File: config.mk
export PLATFORM = sky130hd
export DESIGN_NAME = poll_burst_arbiter
export DESIGN_NICKNAME = d
export VERILOG_FILES = /design/src/rtl/poll_pkg.sv /design/src/rtl/rr_arbiter.sv /design/src/rtl/poll_burst_arbiter.sv
export SDC_FILE = /design/constraint.sdc
export NUM_CORES = 1
export LEC_CHECK = 0
export ABC_AREA = 1
export BUFFER_PORTS_ARGS = -buffer_cell sky130_fd_sc_hd__buf_2
export CORE_AREA = 2 2 148 150
export CTS_CLUSTER_DIAMETER = 120
export CTS_CLUSTER_SIZE = 30
export DETAILED_ROUTE_END_ITERATION = 10
export DIE_AREA = 0 0 150 152
export SLEW_MARGIN = 20
export SYNTH_ARGS = -nofsm -noshare
export SYNTH_HDL_FRONTEND = slang
export SYNTH_SLANG_ARGS = --single-unit
File: constraint.sdc
create_clock -name rdclk -period 2 [get_ports rdclk]
set_clock_uncertainty 0.1 [all_clocks]
set_input_delay 0.5 -clock rdclk [delete_from_list [all_inputs] [get_ports rdclk]]
set_output_delay 0.5 -clock rdclk [all_outputs]
set_load 0.005 [all_outputs]
File: src/rtl/poll_pkg.sv
// Shared types and helpers for the burst read scheduler.
package poll_pkg;

  typedef enum logic [1:0] {IDLE, READ, DRAIN} state_t;

  // Cycles spent after the last read so the final word lands and levels settle
  localparam int DRAIN_CYC = 2;

  // Widest channel count the picker handles
  localparam int RR_MAX = 16;

  typedef struct packed {
    logic       found;
    logic [3:0] idx;
  } rr_pick_t;

  // First set bit of eligible at or after ptr, wrapping within n channels.
  // Scans from the far end down so the smallest offset is the final write.
  function automatic rr_pick_t rr_pick(input logic [RR_MAX-1:0] eligible,
                                       input logic [3:0]        ptr,
                                       input int                n);
    rr_pick_t r;
    int       j;
    r = '0;
    for (int i = RR_MAX-1; i >= 0; i--) begin
      if (i < n) begin
        j = int'(ptr) + i;
        if (j >= n) j -= n;
        if (eligible[j]) begin
          r.found = 1'b1;
          r.idx   = 4'(j);
        end
      end
    end
    return r;
  endfunction

endpackage

File: src/rtl/rr_arbiter.sv
// Combinational round-robin picker; the caller registers the result.
module rr_arbiter
  import poll_pkg::*;
#(
  parameter int N  = 4,
  parameter int IW = (N > 1) ? $clog2(N) : 1
) (
  input  logic [N-1:0]  eligible,
  input  logic [IW-1:0] ptr,
  output logic [IW-1:0] gnt,
  output logic          valid
);

  rr_pick_t pick;

  // Search starts at ptr so the last-served channel goes to the back
  always_comb begin
    pick  = rr_pick(RR_MAX'(eligible), 4'(ptr), N);
    gnt   = IW'(pick.idx);
    valid = pick.found;
  end

endmodule

File: src/rtl/poll_burst_arbiter.sv
// Burst read scheduler: grants one FIFO channel at a time in round-robin
// order and drains a fixed-length burst onto a single tagged stream.
module poll_burst_arbiter
  import poll_pkg::*;
#(
  parameter int CH_NUM = 4,
  parameter int DW     = 64,
  parameter int LW     = 13,
  parameter int BURST  = 128,
  parameter int CW     = $clog2(CH_NUM)
) (
  input  logic                 rdclk,
  input  logic                 rst_n,
  input  logic [CH_NUM*LW-1:0] ch_level,
  input  logic [CH_NUM*DW-1:0] ch_q,
  output logic [CH_NUM-1:0]    ch_rdreq,
  input  logic                 up_ready,
  output logic                 up_valid,
  output logic [DW-1:0]        up_data,
  output logic [CW-1:0]        up_ch,
  output logic                 up_sop,
  output logic                 up_eop,
  output logic                 busy
);

  localparam logic [LW-1:0] LAST   = LW'(BURST - 1);
  localparam logic [LW-1:0] THRESH = LW'(BURST);
  localparam logic [1:0]    DLAST  = 2'(DRAIN_CYC - 1);

  logic [CH_NUM-1:0][LW-1:0] lvl;
  logic [CH_NUM-1:0][DW-1:0] q_arr;
  logic [CH_NUM-1:0]         elig;
  logic [CW-1:0]             pick_gnt;
  logic                      pick_vld;

  state_t        state;
  logic [CW-1:0] gnt;
  logic [CW-1:0] rr_ptr;
  logic [LW-1:0] cnt;
  logic [1:0]    dcnt;

  assign lvl   = ch_level;
  assign q_arr = ch_q;

  // A channel qualifies once at least a full burst is buffered
  always_comb begin
    elig = '0;
    for (int k = 0; k < CH_NUM; k++) elig[k] = (lvl[k] >= THRESH);
  end

  rr_arbiter #(.N(CH_NUM), .IW(CW)) u_rr (
    .eligible (elig),
    .ptr      (rr_ptr),
    .gnt      (pick_gnt),
    .valid    (pick_vld)
  );

  // Grant / read / drain sequencer; ready is only looked at when idle
  always_ff @(posedge rdclk or negedge rst_n) begin
    if (!rst_n) begin
      state    <= IDLE;
      gnt      <= '0;
      rr_ptr   <= '0;
      cnt      <= '0;
      dcnt     <= '0;
      ch_rdreq <= '0;
      busy     <= 1'b0;
    end else begin
      case (state)
        IDLE: begin
          if (pick_vld && up_ready) begin
            gnt      <= pick_gnt;
            cnt      <= '0;
            ch_rdreq <= CH_NUM'(1) << pick_gnt;
            busy     <= 1'b1;
            state    <= READ;
          end
        end
        READ: begin
          cnt <= cnt + 1'b1;
          if (cnt == LAST) begin
            ch_rdreq <= '0;
            dcnt     <= '0;
            state    <= DRAIN;
          end
        end
        DRAIN: begin
          if (dcnt == DLAST) begin
            rr_ptr <= (gnt == CW'(CH_NUM - 1)) ? '0 : gnt + 1'b1;
            busy   <= 1'b0;
            state  <= IDLE;
          end else begin
            dcnt <= dcnt + 1'b1;
          end
        end
        default: begin
          ch_rdreq <= '0;
          busy     <= 1'b0;
          state    <= IDLE;
        end
      endcase
    end
  end

  // Each read cycle yields one output word on the following cycle
  always_ff @(posedge rdclk or negedge rst_n) begin
    if (!rst_n) begin
      up_valid <= 1'b0;
      up_data  <= '0;
      up_ch    <= '0;
      up_sop   <= 1'b0;
      up_eop   <= 1'b0;
    end else if (state == READ) begin
      up_valid <= 1'b1;
      up_data  <= q_arr[gnt];
      up_ch    <= gnt;
      up_sop   <= (cnt == '0);
      up_eop   <= (cnt == LAST);
    end else begin
      up_valid <= 1'b0;
      up_sop   <= 1'b0;
      up_eop   <= 1'b0;
    end
  end

endmodule

Word-level counts from Yosys, hierarchy flattened --
Cells that the tools add are included.
Storage, ports and cells: bits in writable memories 0, output and inout bits 74, memory bits (read-only) 0, bits in registers 95, memories kept 0, latch bits 0
Operators by class: multiply operators 0, eq/ne operators 9, multiplexer cells 41, divide/modulo/power cells 0, reductions and logical operators 12, add/subtract/negate cells 10, bitwise logic cells 2, $lt $le $gt $ge 13, shift operators 1
Operators with widths (count):
- $bmux 64 s2 | 1
- $lt 32x6->1 const B | 4
- $mux 32 | 4
- $ge 32x4->1 const B | 3
- $sub 32x4->32 const B | 3
- $mux 64 | 1
- $ge 13x8->1 const B | 4
- $pmux 13 s2 | 1
- $mux 5 | 4
- $bmux 1 s4 | 4
- $add 13x1->13 const B | 1
- $eq 13x7->1 const B | 1
- $logic_not 13->1 | 1
- $mux 1 | 13
- $mux 13 | 1
- $mux 2 | 6
- $pmux 4 s3 | 1
- $reduce_and 3->1 | 4
- $mux 4 | 2
- $ne 2x2->1 const B | 4
- $add 2x2->3 const B | 2
- $pmux 2 s3 | 1
- $reduce_and 2->1 | 3
- $add 2x1->2 const B | 2
- other kinds (13) | 17

Longest topological paths before layout --
Gate-level depths: netlist (run 1).
depth in word-level cells 13, gate-level depth with buffers 12

Cells and area by module --
A second synthesis (run 1) with hierarchy kept.
Unflattened totals: cell total of the unflattened synthesis 873, area total of the unflattened synthesis 6374.9 um^2
Modules (own cells, without submodules):
- poll_burst_arbiter | instances 1, cells an instance 812, area each 6025.8 um^2
- rr_arbiter | instances 1, cells an instance 61, area each 349.1 um^2

Least setup slack after synthesis (run 1) --
OpenSTA, ideal clock, no wires.
path type register to register, start register rr_ptr[0], end register busy, data required time 1.781 ns, data arrival time 1.590 ns, path slack 0.191 ns, clock period less this slack 1.809 ns, cell stages (with the launch flop) 10, cell sequence dfrtp_1 -> inv_2 -> ha_1 -> inv_1 -> nand3_1 -> nand3_1 -> nand3_2 -> nand3_4 -> inv_1 -> o21a_1
Between the ends: longest elaborated chain between the ends 13, elaborated cells between the ends (all ways) 34, classes of those cells add/sub: 7; order compare: 4; eq/ne: 1; mux: 20; reduce/logical: 2
RTL lines:
- start: declaration | RTL line poll_burst_arbiter.sv:38 | logic [CW-1:0] rr_ptr;
- start signal: assignment | RTL line poll_burst_arbiter.sv:89 | rr_ptr <= (gnt == CW'(CH_NUM - 1)) ? '0 : gnt + 1'b1;
- $add 2x2->3 | RTL line poll_pkg.sv:27 | j = int'(ptr) + i;
- $sub 32x4->32 / $ge 32x4->1 (equally long branches) | RTL line poll_pkg.sv:28 | if (j >= n) j -= n;
- $mux 32 | RTL line poll_pkg.sv:28
- $bmux 1 s4 | RTL line poll_pkg.sv:29 | if (eligible[j]) begin
- $mux 1 (not written as such) (2 in a row) | RTL line poll_pkg.sv:29
- $mux 5 (3 in a row) | RTL line poll_pkg.sv:29
- $mux 5 (*) | RTL line poll_pkg.sv:29
- $logic_and 1x1->1 (*) | RTL line poll_burst_arbiter.sv:71 | if (pick_vld && up_ready) begin
- $ne 2x2->1 (no line) (*)
- $reduce_and 3->1 (no line) (*)
- end signal: assignment | RTL line poll_burst_arbiter.sv:67 | busy <= 1'b0;
- end signal: assignment | RTL line poll_burst_arbiter.sv:75 | busy <= 1'b1;
- end signal: assignment | RTL line poll_burst_arbiter.sv:90 | busy <= 1'b0;
- end: declaration | RTL line poll_burst_arbiter.sv:23 | output logic busy
Mark *: on every way between the ends. The rest lies on a longest branch, timed or not. The select of a mux whose other input is x is not followed. A chain may end at the register's enable or synchronous reset.

Worst setup path after layout (run 1) --
start register rr_ptr[0], end register gnt[1]
Between the ends: longest elaborated chain between the ends 12, elaborated cells between the ends (all ways) 33, classes of those cells add/sub: 7; order compare: 4; mux: 20; reduce/logical: 2
RTL lines:
- $add 2x2->3 | RTL line poll_pkg.sv:27
- $sub 32x4->32 / $ge 32x4->1 (equally long branches) | RTL line poll_pkg.sv:28
- $mux 32 | RTL line poll_pkg.sv:28
- $bmux 1 s4 | RTL line poll_pkg.sv:29
- $mux 1 (not written as such) (2 in a row) | RTL line poll_pkg.sv:29
- $mux 5 (3 in a row) | RTL line poll_pkg.sv:29
- $mux 5 (*) | RTL line poll_pkg.sv:29
- $logic_and 1x1->1 | RTL line poll_burst_arbiter.sv:71
- $reduce_and 2->1 (no line)
- end signal: assignment | RTL line poll_burst_arbiter.sv:72 | gnt <= pick_gnt;
- end: declaration | RTL line poll_burst_arbiter.sv:37 | logic [CW-1:0] gnt;
Marked as above.

==> results.md, run 1 <==
- Hold Path Cell Cnt: 3
- WHS: 0.344 ns
- Achievable clock frequency: 0.538 GHz
- FP Rows: 54
- Post-route DRC: 0
- Reg-to-Reg End: gnt[1]
- Fin. Hold Viols: 0
- Filler Cells Inserted: 2356
- Routed WL: 21300 µm
- Worst Hold End: up_data[16]
- DP Worst Slack: 0.0116 ns
- Commonest cells after routing, fill and taps aside: buf_2, nor2_1, nand2_1, o21ai_0, dfrtp_1
- Worst rel slew slack: 70.8%
- Netlist cell types: 27
- Mux contribution to synthesized area: 0.170%
- CP arrival: 2.02 ns
- Pwr Total: 4360 µW
- Die Area: 22800 µm²
- Commonest non-fill, non-tap cell in the layout: buf_2
- XOR/XNOR share of the synthesized area: 0%
- Final cycle utilization of the critical path: 93.0%
- Synth warn: 0
- Sequential share of power: 46.3%
- Synth Area in Compound Gates: 21.4%
- WP data required: 2.16 ns
- Clock transition at path regs: 0.07 ns
- Power Dens Cells: 517 nW/µm²
- Crit. End Element: flop
- IO Port Bufs: 356
- Adder-cell share of the synthesized area: 1.48%
- Avg Vias per Cell: 4.73
- Combinational power share: 12.8%
- Clock latency on the worst-skew pair: 0.34 ns
- Routed Antenna Nets: 0
- Netlist Area Pre-Place: 5900 µm²
- Sequential area share after synthesis: 40.3%
- RSZ-0062 raised after global routing: false
- Post-synth ARST share: 100%
- Clk pwr share: 40.9%
- #FFs+latches synth: 95
- Worst Hold Class: in -> reg
- Avg WL per Cell: 14.3 µm
- Die W: 150 µm
- P&R area growth vs syn: 43.0%
- Max IR drop VDD: 0.338 mV
- Sw Share: 24.2%
- CP Class: reg -> reg
- Number of setup violations in the final report: 0
- Startpoint Class: flop
- Num CTS Buffers: 9
- Initial DRC Count: 474
- GR Overflow Total: 0
- FF-to-FF setup slack: 0.14 ns
- Tot GR Track Use: 18.6%
- Ys flop type: dfrtp_1
- Gate Count Post-Synth: 874
- Non-filler instance count after layout: 1490
- Worst Tran Pin Value: 0.438 ns
- Root Buffer: clkbuf_16
- ANT cells: 0
- Clk buf depth: 2
- Number of enable flip-flop cells after synthesis: 0
- CP Max Fanout: 7
- Sink Count: 95
- Die Y: 152 µm
- Core ar.: 21400 µm²
- Max_cap viols: 0
- I/O Pins: 385
- Synth Area per Inst: 6.76 µm²
- NetSw: 1060 µW
- Fin crit period: 1.86 ns
- R2r worst-path depth: 11
- 1st-pass router iterations: 5
- Pins over their slew limit: 0
- RR Startpoint: rr_ptr[0]
- Met3 GRT Util: 3.30%
- Initial antenna violation count: 0
- M2 GR Usage: 30.7%
- Worst Hold Launch: ch_q[80]
- Most Crowded Layer GR: met2
- Placed Instances: 1470
- Global-route wire length before repair: 34200 µm
- Vias in the first global route: 6575
- Post-route setup TNS: 0 ns
- Final Worst Setup Slack: 0.140 ns
- CTS tree: yes
- Pint: 3310 µW
- Lkg Pwr: 0.00437 µW
- Largest family of logic cells by synthesized area: simple AND/OR/NAND/NOR gates
- CTS H-Tree Depth: 3
- Synth Area in Simple Gates: 30.3%
- Net count after synthesis: 1192
- Post-DP HPWL: 15900 µm
- Met1 usage: 24.0%
- Status: completed
- Largest net degree at the start of global routing: 71
- Initial Util: 27.7%
- Share of cells above drive strength 1: 34.7%
- DR vias: 7047
- Placer congestion estimate: 0.873
- NumNets Final: 1523
[layout make-up]
class                      count  area, µm²  area share, %
tap                          280        350           4.15
multi-input combinational    685       3190           37.8
sequential                    95       2380           28.2
clock inverter                 4       55.1          0.652
timing repair buffer         379       2080           24.7
clock buffer                  12        246           2.92
inverter                      35        133           1.57
[flip-flops by register name, summed over array words and instances, names as in the netlist]
signal,count
up_data,64
up_ch,2
rr_ptr,2
up_eop,1
cnt,13
busy,1
ch_rdreq,4
up_sop,1
up_valid,1
dcnt,2
gnt,2
state,2
[worst max-delay path: stages (launching register included)]
cell and delay, ns:
dfrtp_1 0.36, inv_2 0.06, buf_4 0.15, ha_1 0.19
nor2_1 0.09, nand3_1 0.14, inv_2 0.08, nor2_2 0.04
nand3_2 0.08, nand3_4 0.14, buf_4 0.18, o21ai_0 0.16
[cell families after synthesis]
logic type      after synthesis
compound gates              227
buf+inv                      94
fa+ha+maj                     7
simple gates                450
flops                        95
mux                           1
[synth_stat cells, types with 2 or more instances]
cell type / number / area [µm²]
nor2_1: 247 / 927
inv_2: 3 / 11.3
o21ai_0: 146 / 731
buf_2: 15 / 75.1
inv_1: 31 / 116
buf_1: 9 / 33.8
o21ai_2: 10 / 87.6
o22ai_1: 35 / 219
nand3_1: 32 / 160
dfrtp_1: 95 / 2380
nor3_1: 2 / 10.0
a21oi_1: 3 / 15.0
nand4_1: 10 / 62.6
a31oi_1: 30 / 188
clkbuf_1: 34 / 128
nand2_1: 155 / 582
ha_1: 7 / 87.6
[timing repair]
action,CTS,global route
setup buffers,0,3
resized for setup,0,9
setup endpoints to repair,0,20
hold buffers,1,0
hold endpoints to repair,24,0
[worst max path at each step]
stage	startpoint	endpoint	slack (ns)	depth (start not counted)
floorplan	rr_ptr[0]	busy	0.19	9
global placement	ch_level[48]	cnt[1]	0.06	10
detailed placement	ch_level[7]	cnt[0]	0.01	10
CTS	rr_ptr[1]	cnt[0]	0.09	9
global route	cnt[0]	ch_rdreq[3]	0.001	10
finish	rr_ptr[0]	gnt[1]	0.14	11
[power groups by stage]
stage	combinational [µW]	clock [µW]	sequential (µW)
2_1_floorplan	128	0	2060
3_3_place_gp	559	0	2050
3_5_place_dp	564	0	2050
4_1_cts	566	1850	2020
5_1_grt	632	1940	2030
6_report	560	1780	2020
[layer usage]
| metal | up-vias | wire (µm) |
|---|---|---|
| met5 | - | 0 |
| li1 | 3567 | - |
| met3 | 44 | 1050 |
| met4 | 0 | 635 |
| met2 | 239 | 10300 |
| met1 | 3197 | 9270 |
[stage by stage]
stage               cell area (µm²)  util, %
global placement               8070     37.8
CTS                            8380     39.3
finish                         8440     39.5
global route                   8440     39.5
floorplan                      5900        -
detailed placement             8070     37.8
(Power assumes the default switching activity.)
==> inputs of run 2 (changes only) <==
--- a/config.mk
+++ b/config.mk
@@ -5,13 +5,12 @@
 export SDC_FILE = /design/constraint.sdc
 export NUM_CORES = 1
 export LEC_CHECK = 0
-export ABC_AREA = 1
 export BUFFER_PORTS_ARGS = -buffer_cell sky130_fd_sc_hd__buf_2
-export CORE_AREA = 2 2 148 150
+export CORE_AREA = 2 2 150 152
 export CTS_CLUSTER_DIAMETER = 120
 export CTS_CLUSTER_SIZE = 30
 export DETAILED_ROUTE_END_ITERATION = 10
-export DIE_AREA = 0 0 150 152
+export DIE_AREA = 0 0 152 154
 export SLEW_MARGIN = 20
 export SYNTH_ARGS = -nofsm -noshare
 export SYNTH_HDL_FRONTEND = slang
==> run 2 against run 1 <==
Compared with the run above:
- the flow now finishes with violations (setup timing)
- cell area increased by 2.4%
- wire length shrank 2.7%
- register-to-register slack worse by 0.43 ns
- critical endpoint is now ch_rdreq[1]
- fmax fell by 19%
- count of clock-buffer cells in the layout is 1 lower
- largest cell class unchanged
- utilization up 0.33 points
- sequential cell count unchanged
- setup slack worse by 0.43 ns
- highest routed layer unchanged
- clock power barely moved
- critical path type unchanged
- final cell count shrank 19%
==> results.md, run 2 <==
- Status: finished, violations left (was completed)
- Largest net degree at the start of global routing: 96 (was 71)
- #FFs+latches synth: 95 (unchanged)
- Failing checks: setup timing
- Die Area: 23400 µm² (was 22800 µm²)
- GR Overflow Total: 0 (unchanged)
- RR Startpoint: rr_ptr[0] (unchanged)
- Post-DP HPWL: 15800 µm (was 15900 µm)
- Biggest regs: up_data: 64 flops, cnt: 13 flops, ch_rdreq: 4 flops (unchanged)
- Synth Area in Simple Gates: 19.0% (was 30.3%)
- Share of cells above drive strength 1: 56.0% (was 34.7%)
- Pint: 6850 µW (was 3310 µW)
- Mux contribution to synthesized area: 26.1% (was 0.170%)
- Initial Util: 26.5% (was 27.7%)
- Synth warn: 0 (unchanged)
- Routed WL: 20700 µm (was 21300 µm)
- Avg Vias per Cell: 4.78 (was 4.73)
- Max IR drop VDD: 0.510 mV (was 0.338 mV)
- Placer congestion estimate: 0.813 (was 0.873)
- Clk buf depth: 2 (unchanged)
- Largest family of logic cells by synthesized area: multiplexers (was simple AND/OR/NAND/NOR gates)
- Root Buffer: clkbuf_16 (unchanged)
- Combinational power share: 53.0% (was 12.8%)
- Synth area leader: dfrtp_1 (unchanged)
- Sequential area share after synthesis: 41.4% (was 40.3%)
- Fin crit period: 2.29 ns (was 1.86 ns)
- Pins over their slew limit: 0 (unchanged)
- ANT cells: 0 (unchanged)
- FF-to-FF setup slack: -0.29 ns (was 0.14 ns)
- FP Rows: 54 (unchanged)
- Net count after synthesis: 865 (was 1192)
- Gate Count Post-Synth: 547 (was 874)
- Num CTS Buffers: 9 (unchanged)
- Cts hold-fix bufs: 0 (was 1)
- Worst Hold Class: in -> async (was in -> reg)
- Netlist Area Pre-Place: 5740 µm² (was 5900 µm²)
- Synth Area in Compound Gates: 8.59% (was 21.4%)
- IO Port Bufs: 356 (unchanged)
- CP max stage delay: 0.52 ns (was 0.36 ns)
- RSZ-0062 raised after global routing: true (was false)
- Initial DRC Count: 318 (was 474)
- Filler Cells Inserted: 2172 (was 2356)
- Avg WL per Cell: 17.1 µm (was 14.3 µm)
- Fin. Hold Viols: 0 (unchanged)
- Ys flop type: dfrtp_1 (unchanged)
- Die W: 152 µm (was 150 µm)
- Sw Share: 38.9% (was 24.2%)
- CP delay by family, top: multiplexers (was simple AND/OR/NAND/NOR gates)
- Area after DPL: 8210 µm² (was 8070 µm²)
- Layout Utilization: 39.9% (was 39.5%)
- CTS H-Tree Depth: 3 (unchanged)
- Tot GR Track Use: 16.7% (was 18.6%)
- Sink Count: 95 (unchanged)
- Vias in the first global route: 5642 (was 6575)
- Global-route wire length before repair: 30700 µm (was 34200 µm)
- Final Worst Setup Slack: -0.293 ns (was 0.140 ns)
- Worst Tran Pin Value: 0.583 ns (was 0.438 ns)
- Top-area cell type share of the netlist area: 41.4% (was 40.3%)
- Worst path bufs/invs: 1 (was 4)
- CP Max Fanout: 2 (was 7)
- Largest Register: up_data (unchanged)
- XOR/XNOR share of the synthesized area: 0.153% (was 0%)
- Most instantiated library cell after synthesis: nand2_1 (was nor2_1)
- Power Dens Cells: 1300 nW/µm² (was 517 nW/µm²)
- WHS: 0.105 ns (was 0.344 ns)
- Critical path depth in cells: 6 (was 11)
- Final cycle utilization of the critical path: 115% (was 93.0%)
- Lkg Pwr: 0.00435 µW (was 0.00437 µW)
- Core ar.: 21700 µm² (was 21400 µm²)
- WP data required: 2.14 ns (was 2.16 ns)
- Crit. End Element: flop (unchanged)
- Ranking of synthesized cells by area: dfrtp_1, mux4_2, nand2_1 (was dfrtp_1, nor2_1, o21ai_0)
- NetSw: 4360 µW (was 1060 µW)
- I/O Pins: 385 (unchanged)
- P&R area growth vs syn: 50.7% (was 43.0%)
- CTS tree: yes (unchanged)
- Reg-to-Reg End: ch_rdreq[1] (was gnt[1])
- Post-synth ARST share: 100% (unchanged)
- 1st-pass router iterations: 4 (was 5)
- Cell area after layout: 8650 µm² (was 8440 µm²)
- CP arrival: 2.43 ns (was 2.02 ns)
- Number of setup violations in the final report: 20 (was 0)
- Number of enable flip-flop cells after synthesis: 0 (unchanged)
- Crit path capture: ch_rdreq[1] (was gnt[1])
- Worst rel slew slack: 61.1% (was 70.8%)
- CP startpoint: rr_ptr[0] (unchanged)
- Clk pwr share: 15.8% (was 40.9%)
- Adder-cell share of the synthesized area: 1.53% (was 1.48%)
- Achievable clock frequency: 0.436 GHz (was 0.538 GHz)
- CP Class: reg -> reg (unchanged)
- DR vias: 5779 (was 7047)
- Commonest cells after routing, fill and taps aside: buf_2, nand2_1, dfrtp_1, mux4_2, buf_4 (was buf_2, nor2_1, nand2_1, o21ai_0, dfrtp_1)
- Max_cap viols: 0 (unchanged)
- Crit-path cells: clkinv_2, ha_4, mux4_2, a311oi_4, mux2_4, a32o_1 (was inv_2, buf_4, ha_1, nor2_1, nand3_1, inv_2, nor2_2, nand3_2, nand3_4, buf_4, o21ai_0)
- Startpoint Class: flop (unchanged)
- Synth top cells by count: nand2_1, dfrtp_1, mux4_2 (was nor2_1, nand2_1, o21ai_0)
- Netlist cell types: 48 (was 27)
- Post-route DRC: 0 (unchanged)
- Clock latency on the worst-skew pair: 0.35 ns (was 0.34 ns)
- R2r worst-path depth: 6 (was 11)
- NumNets Final: 1242 (was 1523)
- Die Y: 154 µm (was 152 µm)
- Routed Antenna Nets: 0 (unchanged)
- Commonest non-fill, non-tap cell in the layout: buf_2 (unchanged)
- Synth Area per Inst: 10.5 µm² (was 6.76 µm²)
- Clock transition at path regs: 0.07 ns (about the same)
- Highest-delay cell along the critical path: mux4_2 (was dfrtp_1)
- Max reg flops: 64 (unchanged)
- Initial antenna violation count: 1 (was 0)
- Sequential share of power: 31.2% (was 46.3%)
## run 2: through the flow
step	TNS, ns	std cells	power (µW)	setup slack, ns
floorplan	-4.48	547	6870	-0.493
global placement	-9.44	1190	9350	-0.614
detailed placement	-10.55	1190	9450	-0.685
CTS	-2.13	1207	11300	-0.325
global route	-3.97	1209	12100	-0.363
finish	-2.09	1209	11200	-0.293
## run 2: cell families (layout without fill, tap and decap cells)
kind of cell,count (synthesis),count (layout)
buf+inv,48,429
mux,68,68
compound gates,67,68
flops,95,95
xor+xnor,1,1
fa+ha+maj,7,7
simple gates,261,261
## run 2: cell type report
cell class	count	area, µm²	area share (%)
multi-input combinational	405	3320	38.4
sequential	95	2380	27.6
timing repair buffer	405	2260	26.2
tap	280	350	4.05
clock buffer	11	243	2.81
clock inverter	5	56.3	0.651
inverter	8	31.3	0.362
## run 2: power by group through the flow
stage	Combinational (µW)	Sequential, µW	Clock, µW
floorplan	3520	3350	0
global placement	5750	3600	0
detailed placement	5820	3630	0
CTS	5830	3610	1840
global route	6570	3640	1910
finish	5940	3490	1770
## run 2: worst reg2reg max path, stage by stage, from the launching register on
cell	delay, ns
dfrtp_1	0.36
clkinv_2	0.08
ha_4	0.28
mux4_2	0.52
a311oi_4	0.26
mux2_4	0.34
a32o_1	0.24
## run 2: how the worst min path moves through the flow
stage / endpoint / from / slack, ns / depth (start not counted)
2_1_floorplan: busy / rst_n / 0.10 / 0
3_3_place_gp: up_data[23] / up_data[23] / 0.35 / 2
3_5_place_dp: up_data[23] / up_data[23] / 0.36 / 2
4_1_cts: state[1] / rst_n / 0.13 / 2
5_1_grt: dcnt[0] / rst_n / 0.15 / 2
6_report: dcnt[0] / rst_n / 0.11 / 2
## run 2: per-layer routing
| layer | GRT usage [%] | share of wire (%) | vias to the layer above |
|---|---|---|---|
| met5 | 0 | 0 | - |
| met4 | 6.14 | 2.1 | 0 |
| met3 | 2.96 | 6.2 | 23 |
| met2 | 27.5 | 49 | 252 |
| met1 | 22.3 | 43 | 2770 |
| li1 | - | - | 2734 |
## run 2: timing repair
item                                    CTS  global route
gates cloned                              0             1
endpoints found under the setup margin   21            23
gates resized for setup                  10            12
pin swaps                                 4             0
buffers inserted                          1             1
